<file path="config.mk">
export PLATFORM = sky130hd
export DESIGN_NAME = next_pc_ctrl
export DESIGN_NICKNAME = d
export VERILOG_FILES = /design/src/rtl/next_pc_ctrl.sv
export SDC_FILE = /design/constraint.sdc
export NUM_CORES = 1
export LEC_CHECK = 0
export CORE_MARGIN = 4
export CORE_UTILIZATION = 44
export DETAILED_ROUTE_END_ITERATION = 16
export MAX_ROUTING_LAYER = met4
export PLACE_DENSITY = 0.85
export SLEW_MARGIN = 20
export SYNTH_ARGS = -nofsm -noshare
export SYNTH_HDL_FRONTEND = slang
export SYNTH_SLANG_ARGS = --single-unit
</file>
<file path="constraint.sdc">
create_clock -name clk -period 3.3 [get_ports clk]
set_input_delay 0.33 -clock clk [delete_from_list [all_inputs] [get_ports clk]]
set_output_delay 0.33 -clock clk [all_outputs]
set_load 0.01 [all_outputs]
</file>
<file path="src/rtl/next_pc_ctrl.sv">
// next_pc_ctrl
//   Multi-cycle instruction sequencer (IF -> ID -> EX -> MEM -> WB, plus HALT)
//   that supplies the next value of an always-loading PC register. On every
//   cycle that must not advance the PC it returns the current addr, so the
//   PC register itself needs no enable.
//
// Ports
//   clk          clock, all state changes on the rising edge
//   rst          synchronous active-high reset (PC loads 0, state -> IF)
//   addr         current PC from the PC register
//   next_addr    value the PC register loads at the next edge (combinational)
//   opcode       IR opcode field, stable from ID to the end of the instruction
//   zero         ALU zero flag, used by beq in EX
//   branch_off   two's-complement word offset for beq
//   jump_target  absolute word target for j
//   mem_ready    memory completion handshake, sampled in IF and MEM only
//   state        current state encoding (IF=0 ID=1 EX=2 MEM=3 WB=4 HALT=5)
//   ir_write     instruction register load strobe
//   mem_read     memory read request
//   mem_write    memory write request
//   reg_write    register file write strobe
//   halted       high while in HALT
module next_pc_ctrl #(
  parameter int AW = 6
) (
  input  logic          clk,
  input  logic          rst,
  input  logic [AW-1:0] addr,
  output logic [AW-1:0] next_addr,
  input  logic [5:0]    opcode,
  input  logic          zero,
  input  logic [AW-1:0] branch_off,
  input  logic [AW-1:0] jump_target,
  input  logic          mem_ready,
  output logic [2:0]    state,
  output logic          ir_write,
  output logic          mem_read,
  output logic          mem_write,
  output logic          reg_write,
  output logic          halted
);

  typedef enum logic [2:0] {
    S_IF   = 3'd0,
    S_ID   = 3'd1,
    S_EX   = 3'd2,
    S_MEM  = 3'd3,
    S_WB   = 3'd4,
    S_HALT = 3'd5
  } state_t;

  localparam logic [5:0] OP_RTYPE = 6'b000000;
  localparam logic [5:0] OP_LW    = 6'b100011;
  localparam logic [5:0] OP_SW    = 6'b101011;
  localparam logic [5:0] OP_BEQ   = 6'b000100;
  localparam logic [5:0] OP_J     = 6'b000010;
  localparam logic [5:0] OP_HALT  = 6'b111111;

  state_t nxt_state;

  // The state register is kept as a raw 3-bit vector so the unused codes
  // 6 and 7 remain representable and are steered back to IF.
  always_ff @(posedge clk) begin
    if (rst) state <= S_IF;
    else     state <= nxt_state;
  end

  always_comb begin
    nxt_state = S_IF;
    next_addr = addr;
    ir_write  = 1'b0;
    mem_read  = 1'b0;
    mem_write = 1'b0;
    reg_write = 1'b0;
    halted    = 1'b0;

    if (rst) begin
      // Force the PC to 0 and suppress every strobe, whatever the state.
      next_addr = '0;
    end else begin
      case (state)
        S_IF: begin
          mem_read = 1'b1;
          if (mem_ready) begin
            ir_write  = 1'b1;
            next_addr = addr + AW'(1);
            nxt_state = S_ID;
          end else begin
            nxt_state = S_IF;
          end
        end

        S_ID: begin
          case (opcode)
            OP_J: begin
              next_addr = jump_target;
              nxt_state = S_IF;
            end
            OP_HALT:                         nxt_state = S_HALT;
            OP_RTYPE, OP_LW, OP_SW, OP_BEQ:  nxt_state = S_EX;
            default:                         nxt_state = S_IF;
          endcase
        end

        S_EX: begin
          case (opcode)
            OP_BEQ: begin
              // addr already holds PC+1 here, so the offset is relative to it.
              if (zero) next_addr = addr + branch_off;
              nxt_state = S_IF;
            end
            OP_RTYPE:     nxt_state = S_WB;
            OP_LW, OP_SW: nxt_state = S_MEM;
            default:      nxt_state = S_IF;
          endcase
        end

        S_MEM: begin
          case (opcode)
            OP_LW: begin
              mem_read  = 1'b1;
              nxt_state = mem_ready ? S_WB : S_MEM;
            end
            OP_SW: begin
              mem_write = 1'b1;
              nxt_state = mem_ready ? S_IF : S_MEM;
            end
            default: nxt_state = S_IF;
          endcase
        end

        S_WB: begin
          reg_write = 1'b1;
          nxt_state = S_IF;
        end

        S_HALT: begin
          halted    = 1'b1;
          nxt_state = S_HALT;
        end

        default: nxt_state = S_IF;
      endcase
    end
  end

endmodule

</file>
Word-level counts from Yosys, hierarchy flattened
Index checks and enable logic that the tools add are counted.

Memories: 0. Register bits: 3. ROM bits: 0. Output and inout bits: 14. Memory bits (writable): 0. Bits of input ports: 28. Latch bits: 0.

Reductions and logical operators: 4. Muxes and demuxes: 26. Divide/modulo/power cells: 0. Add/subtract/negate cells: 2. Bitwise gates (word level): 0. $lt $le $gt $ge: 0. Shift operators: 0. Equal/unequal tests: 10. $mul: 0.

Operator list (count): 2-to-1 mux 6 bit (5); equality test 6 bit, second input constant (3); one-hot mux 3 bit (2 select lines) (3); one-hot mux 6 bit (3 select lines) (1); one-hot mux 3 bit (5 select lines) (1); 2-to-1 mux 1 bit (13); adder 6 x 1 -> 6 bit, second input constant (1); adder 6 bit (1); equality test 3 x 2 -> 1 bit, second input constant (2); equality test 3 bit, second input constant (2); equality test 6 x 2 -> 1 bit, second input constant (1); equality test 6 x 3 -> 1 bit, second input constant (1); logical NOT 6 bit (1); OR reduction 4 bit (1); equality test 3 x 1 -> 1 bit, second input constant (1); logical NOT 3 bit (1); 2-to-1 mux 3 bit (1); 2-to-1 mux 2 bit (1); one-hot mux 1 bit (2 select lines) (1); OR reduction 2 bit (1).

Longest topological paths before layout
Depth after elaboration: 5. Gate-level depth with buffers: 7.

Least setup slack after synthesis
OpenSTA, ideal clock, no wires.

Path kind: input to output. From: input port addr[0]. To: output port next_addr[4]. Cell stages on the path: 7. Arrival time: 1863 ps. Setup slack: 1107 ps. Path through: ha_1 -> fa_1 -> a21o_1 -> a21oi_1 -> xnor2_1 -> nand3_1 -> a211oi_1.

Word-level cells in the longest chain between the ends: 5. Elaborated cells on any way between the ends: 7. Those cells by class: add/sub (2); mux (5).

RTL lines: from (decl) (RTL line 28) `input logic [AW-1:0] addr,`; adder 6 bit (RTL line 109) `if (zero) next_addr = addr + branch_off;`; 2-to-1 mux 6 bit (RTL line 109); 2-to-1 mux 6 bit (RTL line 106) `case (opcode)`; one-hot mux 6 bit (3 select lines) (*) (RTL line 81) `case (state)`; 2-to-1 mux 6 bit (*) (RTL line 77) `if (rst) begin`; to (decl) (RTL line 29) `output logic [AW-1:0] next_addr,`.

Every way passes the cells marked *; elsewhere a longest branch is shown, timed or not.

Final worst setup path
Ends and elaborated chain as after synthesis.

==> results.cfg <==
[worst_setup_path]
crit_end = next_addr[4]
path_buf_inv = 2
cp_common_cell = clkdlybuf4s50_1
crit_family = buffers and inverters
end_kind = output port
worstPathRequired_ns = 2.97
crit_chain = clkdlybuf4s50_1 > ha_1 > fa_1 > a21o_1 > a21oi_1 > xnor2_1 > nand3_1 > a211oi_1 > clkdlybuf4s50_1
cp_num_cells = 9
worst-r2r-cell-count = 3
start_kind = input pin
timing.rr.start = state[1]$_SDFF_PP0_
criticalPathCategory = input pin to output port
crit_fanout = 2
r2r_setup_slack_ns = 2.02
crit_slowest_cell = clkdlybuf4s50_1
r2r_end = state[2]$_SDFF_PP0_
arrival_ns = 2.85
cp-startpoint = addr[0]
cpPeakStageDelay_ns = 0.59

[layout]
drive_gt1_share_pct = 11.8
area_growth_pct = 58.9
largest_register_ffs = 3
n_antenna_cell = 0
regMostFlops = state
nets = 205
stdcell_area_um2 = 1400
largest_registers = state x3

[place]
gp_congestion = 0.798
dp_hpwl_um = 2400
placed_area_um2 = 1380
port_buffers = 41

[drt]
wl_met1_um = 1210
first_pass_iters = 4
drt_iter0_drc = 34
met3_length_um = 179
vias = 1129
viasPerCell = 5.82
wirelength_um = 2930
drc = 0
wl_met2_um = 1530
postRouteAntennaNets = 0
wire_per_inst_um = 15.1
route.top_layer_used = met4

[yosys]
synth_area_um2 = 883
ys_seq_area_share_pct = 6.80
synthAdderAreaFrac_pct = 10.8
yosys_warnings = 0
syn_avg_cell_area_um2 = 7.36
synth_xor_xnor_area_share_pct = 8.92
synth_mux_area_share_pct = 11.3
yosys_most_used_dff = dfxtp_1
synth_compound_area_share_pct = 28.6
postSynthCellCount = 120
async_flop_share_pct = 0
syn-num-nets = 155
yosysUniqueCellTypes = 39
synth_top_family_by_area = simple AND/OR/NAND/NOR gates
synth_edf_count = 0
ys_ff_latch = 3
yosys.area_share.simple_pct = 31.0

[timing]
skew_ns = 0.00774
min_period_ns = 3.18
fmax_ghz = 0.314
finalCritPeriodShare_pct = 96.4
tns_ns = 0
rsz0062_at_grt = false
slew_violations = 0
hold_viol = 0
worst_pin_slew_ns = 0.368
finalSetupViolations = 0
relSlewSlack_pct = 75.4

[die]
rows = 15
fp.dieH_um = 52.8
io_pins = 42
design.core.area_um2 = 1820
dieArea_um2 = 2790
die_x_um = 52.8
start_util_pct = 48.5

[flow_run]
cap_viol_max_count = 0

[hold_path]
hp-class = flip-flop to flip-flop

[clock_network]
cts_setup_buffers = 0
clk_latency_ns = 0.24
cts_buffers = 3
clock_sinks = 3
cts_tree = built
ctsResizeCount = 0
clockBufferDepth = 2
path_clk_slew_ns = 0.04
cts_root_buf = clkbuf_4
hold_buffers = 0
cts.htree.levels = 1

[power]
p_leak_nw = 0.571
p_switching_w = 0.0000863
p_sw_share_pct = 33.9
powerDensity_nw_per_um2 = 181
vdd_ir_drop_max_mv = 0.113
comb_power_share_pct = 58.6
clkPwrFrac_pct = 25.8
internal_power_w = 0.000168
seq_power_share_pct = 15.6

[global_route]
grt_pass1_wl_um = 4540
grt_max_degree = 13
grt-ovfl-total = 0
antenna_found_initial = 0
grt_use_total_pct = 21.8
first_global_vias = 1105

[status]
outcome = finished, final reports clean
power by group through the flow:
stage	sequential, W	combinational (W)	clock, W
3_5_place_dp	0.0000402	0.000148	0
3_3_place_gp	0.0000399	0.000143	0
2_1_floorplan	0.0000398	0.0000691	0
5_1_grt	0.0000398	0.000161	0.0000682
4_1_cts	0.0000396	0.000149	0.0000646
6_report	0.0000396	0.000149	0.0000655
cell usage after synthesis (2+ instances only):
| cell type | n | share of area (%) |
|---|---|---|
| nor2_1 | 15 | 6.4 |
| o22ai_1 | 2 | 1.4 |
| dfxtp_1 | 3 | 6.8 |
| o21ai_0 | 2 | 1.1 |
| o21a_1 | 3 | 2.5 |
| xnor2_1 | 6 | 5.9 |
| or2_2 | 3 | 2.1 |
| clkbuf_1 | 6 | 2.5 |
| nor3_1 | 4 | 2.3 |
| nand4_1 | 3 | 2.1 |
| a21oi_1 | 9 | 5.1 |
| o221a_2 | 2 | 2.5 |
| nand2b_1 | 3 | 2.1 |
| a21o_1 | 3 | 2.5 |
| nand3b_1 | 2 | 1.7 |
| o31a_1 | 2 | 2.0 |
| a311oi_1 | 2 | 2.0 |
| nand2_1 | 11 | 4.7 |
| and3_1 | 2 | 1.4 |
| a211oi_1 | 2 | 1.7 |
| ha_1 | 6 | 8.5 |
| mux2i_1 | 10 | 11 |
| xor2_1 | 3 | 3.0 |
cell families after synthesis:
logic type	count (synthesis)
AO/OA/AOI/OAI	35
adder cells (fa/ha/maj)	7
XOR/XNOR	9
flip-flops	3
buffers and inverters	6
multiplexers	10
AND/OR/NAND/NOR	50
metrics by stage:
| stage | util [%] | cells | hold WS (ns) | power [W] | setup slack, ns |
|---|---|---|---|---|---|
| final | 77.1 | 194 | 0.725 | 0.000254 | 0.118 |
| after global routing | 77.1 | 194 | 0.782 | 0.000269 | 0.0173 |
| after CTS | 77.1 | 194 | 0.718 | 0.000253 | 0.120 |
| after detailed placement | 75.7 | 190 | 0.704 | 0.000188 | 0.117 |
| after global placement | 75.7 | 190 | 0.684 | 0.000183 | 0.210 |
| after floorplan | - | 120 | 0.641 | 0.000109 | 1.11 |
layout make-up:
cell class,instances,area [um2]
Timing Repair Buffer,51,485
Sequential cell,3,60.1
Fill cell,134,417
Multi-Input combinational cell,111,801
Clock buffer,4,26.3
Tap cell,25,31.3
layer usage:
metal	vias to the layer above	GRT usage (%)
met5	-	-
met3	3	1.71
met1	527	23.0
met2	48	42.8
li1	551	-
met4	0	5.53
how the worst min path moves through the flow:
stage	start	end	slack [ns]	cells after the start
detailed placement	state[1]$_SDFF_PP0_	state[1]$_SDFF_PP0_	0.70	2
floorplan	state[1]$_SDFF_PP0_	state[1]	0.64	0
global route	state[1]$_SDFF_PP0_	state[0]$_SDFF_PP0_	0.78	2
CTS	state[0]$_SDFF_PP0_	state[1]$_SDFF_PP0_	0.72	2
finish	state[0]$_SDFF_PP0_	state[1]$_SDFF_PP0_	0.73	2
global placement	state[1]$_SDFF_PP0_	state[0]$_SDFF_PP0_	0.68	2
cell usage in the layout (no fill, tap or decap), drive strengths merged, types with 2 or more instances in the layout:
master	synthesis	layout
clkdlybuf4s50	0	41
nor2	15	15
nand2	11	11
mux2i	10	10
buf	0	10
a21oi	9	9
xnor2	6	6
ha	6	6
nor3	4	4
or2	4	4
clkbuf	6	4
nand2b	3	3
nand4	3	3
a21o	3	3
xor2	3	3
o21a	3	3
dfxtp	3	3
o21ai	3	3
nand3b	2	2
a211oi	2	2
o221a	2	2
o22ai	2	2
a311oi	2	2
o31a	2	2
and3	2	2
tightest hold or removal path, stage by stage, from the launching register on:
cell,delay [ns]
dfxtp_1,0.38
a21oi_1,0.16
o211a_1,0.16
No activity file was read; power rests on OpenSTA's default activity.
